<file path="config.mk">
export PLATFORM = sky130hd
export DESIGN_NAME = data_mem_arbiter
export DESIGN_NICKNAME = d
export VERILOG_FILES = /design/src/rtl/mips_pkg.sv /design/src/rtl/dm_starve_counter.sv /design/src/rtl/data_mem_arbiter.sv
export SDC_FILE = /design/constraint.sdc
export NUM_CORES = 1
export LEC_CHECK = 0
export ABC_AREA = 1
export ABC_CLOCK_PERIOD_IN_PS = 1570
export BUFFER_PORTS_ARGS = -buffer_cell sky130_fd_sc_hd__buf_2
export CORE_AREA = 2 2 52 54
export DETAILED_ROUTE_END_ITERATION = 8
export DIE_AREA = 0 0 54 56
export GPL_ROUTABILITY_DRIVEN = 0
export PLACE_DENSITY = 0.76
export SYNTH_ARGS = -nofsm -noshare
export SYNTH_HDL_FRONTEND = slang
export SYNTH_SLANG_ARGS = --single-unit
</file>
<file path="constraint.sdc">
create_clock -name clk4 -period 1.57 [get_ports clk4]
set_clock_uncertainty 0.05 [all_clocks]
set_input_delay 0.2355 -clock clk4 [delete_from_list [all_inputs] [get_ports clk4]]
set_output_delay 0.2355 -clock clk4 [all_outputs]
set_load 0.05 [all_outputs]
</file>
<file path="src/rtl/mips_pkg.sv">
// Shared definitions for the data memory path: memory geometry, read-return
// owner encodings and the arbiter state encodings.
package mips_pkg;

  localparam int MEM_ADDR_W = 8;
  localparam int MEM_DATA_W = 8;

  // Who owns the read data coming back from the memory this cycle.
  typedef enum logic [1:0] {
    RD_NONE = 2'b00,
    RD_PIPE = 2'b01,
    RD_EXT  = 2'b10
  } rd_owner_t;

  // PIPE_PRI: pipeline wins contention. EXT_FORCE: external port wins once.
  typedef enum logic {
    ARB_PIPE_PRI  = 1'b0,
    ARB_EXT_FORCE = 1'b1
  } arb_state_t;

endpackage

</file>
<file path="src/rtl/dm_starve_counter.sv">
// Counts consecutive cycles in which the external port asked for the memory
// and was refused. Raises force_next in the refused cycle that reaches
// limit-1, so the arbiter can hand the external port the next slot.
module dm_starve_counter #(
  parameter int STARVE_LIMIT = 3
) (
  input  logic       clk4,
  input  logic       rst_n,
  input  logic       req,
  input  logic       granted,
  output logic [3:0] cnt,
  output logic       force_next
);

  localparam logic [3:0] LIMIT_C    = 4'(STARVE_LIMIT);
  localparam logic [3:0] LIMIT_M1_C = 4'(STARVE_LIMIT - 1);

  // Refused-request detection and force condition for the arbiter FSM.
  always_comb begin
    force_next = req & ~granted & (cnt == LIMIT_M1_C);
  end

  // Saturating count of refused cycles; cleared by a grant or a dropped request.
  always_ff @(posedge clk4 or negedge rst_n) begin
    if (!rst_n) begin
      cnt <= 4'd0;
    end else if (!req || granted) begin
      cnt <= 4'd0;
    end else if (cnt < LIMIT_C) begin
      cnt <= cnt + 4'd1;
    end
  end

endmodule

</file>
<file path="src/rtl/data_mem_arbiter.sv">
// Shares the single-port data memory between the pipeline MEM stage and an
// external loader/debug port. The pipeline normally wins; after the external
// port has been refused STARVE_LIMIT cycles in a row it gets one forced slot
// and the pipeline is stalled for that cycle.
//
// Handshake: the external port raises ext_req and holds ext_rw/addr/wdata
// stable until ext_gnt is seen high at a clock edge; ext_gnt is a one-cycle
// acceptance. A granted read returns ext_rdata with ext_rvalid one cycle
// later. The pipeline holds its inputs while pipe_stall is high; a granted
// pipeline read returns on pipe_rdata one cycle later.
module data_mem_arbiter
  import mips_pkg::*;
#(
  parameter int ADDR_W       = MEM_ADDR_W,
  parameter int DATA_W       = MEM_DATA_W,
  parameter int STARVE_LIMIT = 3
) (
  input  logic              clk4,
  input  logic              rst_n,
  input  logic              pipe_en,
  input  logic              pipe_rw,
  input  logic [ADDR_W-1:0] pipe_addr,
  input  logic [DATA_W-1:0] pipe_wdata,
  output logic [DATA_W-1:0] pipe_rdata,
  output logic              pipe_stall,
  input  logic              ext_req,
  input  logic              ext_rw,
  input  logic [ADDR_W-1:0] ext_addr,
  input  logic [DATA_W-1:0] ext_wdata,
  output logic              ext_gnt,
  output logic              ext_rvalid,
  output logic [DATA_W-1:0] ext_rdata,
  output logic              mem_ena,
  output logic              mem_wea,
  output logic [ADDR_W-1:0] mem_addra,
  output logic [DATA_W-1:0] mem_dina,
  input  logic [DATA_W-1:0] mem_douta,
  output logic              dbg_state,
  output logic [3:0]        dbg_starve_cnt
);

  arb_state_t state;
  rd_owner_t  rd_owner;
  logic       grant_ext;
  logic       grant_pipe;
  logic       force_next;
  logic [3:0] starve_cnt;

  dm_starve_counter #(
    .STARVE_LIMIT(STARVE_LIMIT)
  ) u_starve (
    .clk4      (clk4),
    .rst_n     (rst_n),
    .req       (ext_req),
    .granted   (grant_ext),
    .cnt       (starve_cnt),
    .force_next(force_next)
  );

  // Per-cycle grant decision; nothing is granted while reset is asserted.
  always_comb begin
    grant_ext  = rst_n & ext_req & (~pipe_en | (state == ARB_EXT_FORCE));
    grant_pipe = rst_n & pipe_en & ~grant_ext;
  end

  // Memory port mux from the granted requester; idle drives all zeros.
  always_comb begin
    mem_ena   = 1'b0;
    mem_wea   = 1'b0;
    mem_addra = '0;
    mem_dina  = '0;
    if (grant_ext) begin
      mem_ena   = 1'b1;
      mem_wea   = ext_rw;
      mem_addra = ext_addr;
      mem_dina  = ext_wdata;
    end else if (grant_pipe) begin
      mem_ena   = 1'b1;
      mem_wea   = pipe_rw;
      mem_addra = pipe_addr;
      mem_dina  = pipe_wdata;
    end
  end

  // Handshake and read-return outputs.
  always_comb begin
    ext_gnt        = grant_ext;
    pipe_stall     = rst_n & pipe_en & grant_ext;
    ext_rvalid     = (rd_owner == RD_EXT);
    pipe_rdata     = mem_douta;
    ext_rdata      = mem_douta;
    dbg_state      = state;
    dbg_starve_cnt = starve_cnt;
  end

  // Priority FSM: one forced external slot after starvation, then back.
  always_ff @(posedge clk4 or negedge rst_n) begin
    if (!rst_n) begin
      state <= ARB_PIPE_PRI;
    end else begin
      case (state)
        ARB_PIPE_PRI:  if (force_next) state <= ARB_EXT_FORCE;
        ARB_EXT_FORCE: if (grant_ext)  state <= ARB_PIPE_PRI;
        default:                       state <= ARB_PIPE_PRI;
      endcase
    end
  end

  // Remember which port issued this cycle's read so its data is steered next cycle.
  always_ff @(posedge clk4 or negedge rst_n) begin
    if (!rst_n) begin
      rd_owner <= RD_NONE;
    end else if (grant_ext && !ext_rw) begin
      rd_owner <= RD_EXT;
    end else if (grant_pipe && !pipe_rw) begin
      rd_owner <= RD_PIPE;
    end else begin
      rd_owner <= RD_NONE;
    end
  end

endmodule

</file>
Word-level counts from Yosys, hierarchy flattened:

Index checks and enable logic that the tools add are counted.

* $add $sub $neg: 1
* multipliers: 0
* divide/modulo/power cells: 0
* magnitude comparators: 1
* equality and inequality tests: 2
* shift-type cells: 0
* mux-type cells: 15
* bitwise operators: 11
* reductions and logical operators: 7

Operator list (count)
* 8-bit 2-to-1 mux: 4
* 4-bit 2-to-1 mux: 2
* 1-bit AND: 7
* 1-bit 2-to-1 mux: 7
* 4-bit by 1-bit adder with 4-bit output, second input constant: 1
* 4-bit by 2-bit equality test with 1-bit output, second input constant: 1
* 4-bit by 2-bit less-than comparator with 1-bit output, second input constant: 1
* 1-bit zero test: 3
* 1-bit inverter: 3
* 2-bit equality test, second input constant: 1
* 1-bit logical AND: 2
* 2-bit 2-to-1 mux: 1
* 1-bit case mux with 2 select lines: 1
* 2-bit nonzero test: 1
* 1-bit logical OR: 1
* 1-bit OR: 1

* bits in registers: 7
* bits in latches: 0
* RAM bits: 0
* ROM bits: 0
* word-level logic and storage cells: 40
* memories kept: 0

Depth between registers and ports, before layout:

* word-level depth: 8
* depth in mapped cells: 6
* depth with buffers taken out: 6

Modules after synthesis:

A second synthesis with hierarchy kept.

* cell total of the unflattened synthesis: 119
* area total of the unflattened synthesis: 812.0 um^2

Modules (own cells, without submodules)
* data_mem_arbiter: instances 1, cells each 92, area each 590.6 um^2
* dm_starve_counter: instances 1, cells each 27, area each 221.5 um^2

Worst setup path before layout:

No wires, ideal clock.

* kind: flip-flop to output port
* from: register state, in the netlist dbg_state
* to: output port mem_addra[1]
* arrival: 1590 ps
* required time: 1285 ps
* setup slack: -306 ps
* cell stages (with the launch flop): 6
* path buffers: 1
* path through: dfrtp_1 -> inv_1 -> a21oi_2 -> buf_6 -> nand2_1 -> nand2_1

* longest elaborated chain between the ends: 6

RTL lines
* from (decl): line data_mem_arbiter.sv:42 `arb_state_t state;`
* from (signal assigned): line data_mem_arbiter.sv:99 `state <= ARB_PIPE_PRI;`
* from (signal assigned): line data_mem_arbiter.sv:102 `ARB_PIPE_PRI: if (force_next) state <= ARB_EXT_FORCE;`
* from (signal assigned): line data_mem_arbiter.sv:103 `ARB_EXT_FORCE: if (grant_ext) state <= ARB_PIPE_PRI;`
* 1-bit OR (*): line data_mem_arbiter.sv:62 `grant_ext = rst_n & ext_req & (~pipe_en | (state == ARB_EXT_FORCE));`
* 1-bit AND (*): line data_mem_arbiter.sv:62
* named net ext_gnt: line data_mem_arbiter.sv:30 `output logic ext_gnt,`
* 1-bit inverter: line data_mem_arbiter.sv:63 `grant_pipe = rst_n & pipe_en & ~grant_ext;`
* 1-bit AND: line data_mem_arbiter.sv:63
* 8-bit 2-to-1 mux: line data_mem_arbiter.sv:77 `end else if (grant_pipe) begin`
* 8-bit 2-to-1 mux (*): line data_mem_arbiter.sv:72 `if (grant_ext) begin`
* to (decl): line data_mem_arbiter.sv:35 `output logic [ADDR_W-1:0] mem_addra,`

The timed path passes the listed nets; every way through them passes the cells marked *.

Final worst setup path:

* from: register state, in the netlist dbg_state
* to: output port mem_dina[7]

* longest elaborated chain between the ends: 6

RTL lines
* 1-bit OR (*): line data_mem_arbiter.sv:62
* 1-bit AND (*): line data_mem_arbiter.sv:62
* 1-bit inverter: line data_mem_arbiter.sv:63
* 1-bit AND: line data_mem_arbiter.sv:63
* 8-bit 2-to-1 mux: line data_mem_arbiter.sv:77
* 8-bit 2-to-1 mux (*): line data_mem_arbiter.sv:72
* to (decl): line data_mem_arbiter.sv:36 `output logic [DATA_W-1:0] mem_dina,`

Mark *: on every way between the ends. The rest lies on a longest branch, timed or not.

==> results.py <==
metrics = {
    "die": {
        "start_util_pct": 30.40,
        "die_area_mm2": 0.003024,
        "die_height_um": 56,
        "rows": 18,
        "die_w_um": 54,
        "core_area_mm2": 0.002432,
        "io_pins": 88,
    },
    "cells_and_area": {
        "nNetsFinal": 225,
        "final_cells": 206,
        "final_core_util_pct": 57.10,
        "postLayoutCellArea_mm2": 0.001389,
        "syn_to_final_growth_pct": 87.82,
        "drive_gt1_share_pct": 65.91,
        "final.fill_count": 227,
        "n_antenna_cell": 0,
    },
    "global_routing": {
        "grt_pass1_vias": 884,
        "grt_pass1_wl_mm": 3.774,
        "grt_overflow": 0,
        "antenna_found_initial": 0,
        "groute.usage.overall_pct": 17.41,
        "grt_start_max_net_pins": 18,
    },
    "hold_path": {
        "hold_path.class": "in -> reg",
    },
    "critical_path": {
        "crit_path_top_delay_cell": "dfrtp_2",
        "critPathLaunchType": "register",
        "path_cells": "inv_4 > a21oi_4 > buf_6 > nand2_1 > nand2_2 > buf_8",
        "crit_path_max_fanout": 5,
        "cp.required_ps": 1280,
        "crit_type": "reg -> out",
        "crit_path_end_kind": "output port",
        "crit_buf_inv": 3,
        "cpLargestDelayFamily": "flip-flops",
        "cp_slowest_stage_delay_ps": 380,
        "worst-r2r-setup-slack_ps": 440,
        "critPathArrivalTime_ps": 1370,
    },
    "power_and_ir_drop": {
        "p_per_area_mw_per_mm2": 733.3,
        "seq_power_share_pct": 21.3,
        "power.share.clock_pct": 16.7,
        "swShare_pct": 48.07,
        "peakVddDrop_mv": 0.6468,
        "p_leak_nw": 0.8042,
        "p_int_mw": 0.5289,
        "p_sw_mw": 0.4895,
        "combPwrFrac_pct": 62.1,
    },
    "place": {
        "hpwl_mm": 1.646,
        "dpl_cell_area_mm2": 0.001025,
        "numPortBuffers": 63,
        "dpl.cell_count": 195,
    },
    "timing": {
        "clock.fmax_ghz": 0.6046,
        "drv_slew": 0,
        "worst_pin_slew_ps": 329.6,
        "finalSetupViolCount": 19,
        "fin_ws_ps": -83.91,
        "hold_violations": 0,
        "relSlewSlack_pct": 78.00,
        "rsz0062_at_grt": "true",
        "fin_crit_sh_pct": 105.3,
        "min_period_ps": 1654,
    },
    "routing": {
        "wirelength_mm": 2.569,
        "drt-wirelength-per-cell_um": 12.47,
        "drt-initial-drc-count": 7,
        "route.detailed.drc": 0,
        "avgViaCountPerCell": 4.617,
        "ant_nets": 0,
        "vias": 951,
        "drtPass1Iterations": 5,
    },
    "clock_tree": {
        "cts_buffer_depth": 2,
        "cts.sinks": 7,
        "clock_latency_ps": 260,
        "root_buffer": "clkbuf_4",
        "htree_num_levels": 1,
        "numCtsBuffers": 3,
        "cts_tree": "yes",
        "worst_setup_hold_path_clk_slew_ps": 50,
    },
    "job": {
        "drv_cap": 0,
    },
    "synthesis": {
        "syn_inst": 117,
        "ys_seq_elements": 7,
        "synth.distinct_cells": 13,
        "synth_nets": 165,
        "syn_area_um2": 739.5,
        "synth_area_per_cell_um2": 6.320,
        "seq_area_frac_synth_pct": 23.69,
        "ys_warn_count": 0,
    },
    "status": {
        "violations": "negative setup slack",
        "status": "finished, violations left",
    },
}
[per-stage QoR]
step | worst slack (ps) | power [mW] | hold WS [ps] | setup TNS, ps
floorplan | -26.04 | 0.6663 | -110.1 | -46.90
CTS | -57.13 | 1.000 | 93.17 | -799.9
global route | -143.9 | 1.077 | 91.61 | -2209
global placement | 7.376 | 0.6731 | 129.3 | 0
detailed placement | -20.05 | 0.6769 | 128.6 | -23.95
finish | -83.91 | 1.018 | 96.60 | -1125
[final timing paths]
path,start,to,cells past startpoint
max,dbg_state,mem_dina[7],6
min,pipe_rw,rd_owner[0],2
max reg2reg,u_starve.cnt[0],u_starve.cnt[1],5
min reg2reg,u_starve.cnt[3],u_starve.cnt[3],2
max in group asynchronous,rst_n,dbg_state,3
min in group asynchronous,rst_n,u_starve.cnt[3],3
[cell type report]
type                    count  area (um2)  share of cell area, %
repair buffers             72       564.3                  40.63
well taps                  30       37.54                  2.703
flip-flops and latches      7       176.4                  12.70
multi-input cells          80       528.0                  38.02
inverters                  13       56.30                  4.054
clock buffers               4       26.28                  1.892
[power by group through the flow]
stage	clock, mW	combinational (mW)	sequential (mW)
after floorplan	0	0.399	0.267
after global placement	0	0.459	0.214
after detailed placement	0	0.461	0.216
after CTS	0.173	0.611	0.216
after global routing	0.190	0.670	0.217
final	0.170	0.632	0.216
[cells in the final DEF (no fill, tap or decap)]
cell / instances
a21oi_1: 2
a21oi_4: 1
buf_2: 44
buf_4: 6
buf_6: 7
buf_8: 14
clkbuf_1: 1
clkbuf_4: 3
clkinv_2: 1
clkinvlp_4: 1
dfrtp_1: 6
dfrtp_2: 1
dlygate4sd3_1: 1
ha_1: 2
inv_1: 9
inv_2: 1
inv_4: 1
nand2_1: 16
nand2_2: 19
nand2_4: 15
nand3_1: 17
nand3_2: 2
nor2_1: 5
nor3_1: 1
[cells in the mapped netlist]
master	count	area share, %
a21oi_1	2	1.4
a21oi_2	1	1.2
buf_4	16	16
buf_6	4	6.1
clkinv_2	1	0.68
dfrtp_1	7	24
ha_1	2	3.4
inv_1	12	6.1
nand2_1	43	22
nand2_2	4	3.4
nand3_1	19	13
nor2_1	5	2.5
nor3_1	1	0.68
[logic make-up after synthesis]
logic type      after synthesis  synth area share (%)
compound gates                3                 2.538
fa+ha+maj                     2                 3.384
buf+inv                      33                 29.10
flops                         7                 23.69
simple gates                 72                 41.28
[metal layers]
layer / GRT usage, % / vias up / part of all wire, %
met2: 30.14 / 45 / 52
met1: 18.52 / 431 / 37
met3: 4.570 / 10 / 8.8
met5: 0 / - / 0
li1: - / 465 / -
met4: 8.929 / 0 / 2.7
[registers in the layout, indices dropped and copies added, names as in the netlist]
signal,count
u_starve.cnt,4
dbg_state,1
rd_owner,2
[repair_timing]
item,in CTS,in global routing
pin swaps,7,4
hold endpoints to repair,7,0
hold buffers,1,0
setup buffers,2,0
cloned,4,0
setup endpoints to repair,19,19
resized for setup,69,15
Power figures use the tool's default switching activity.
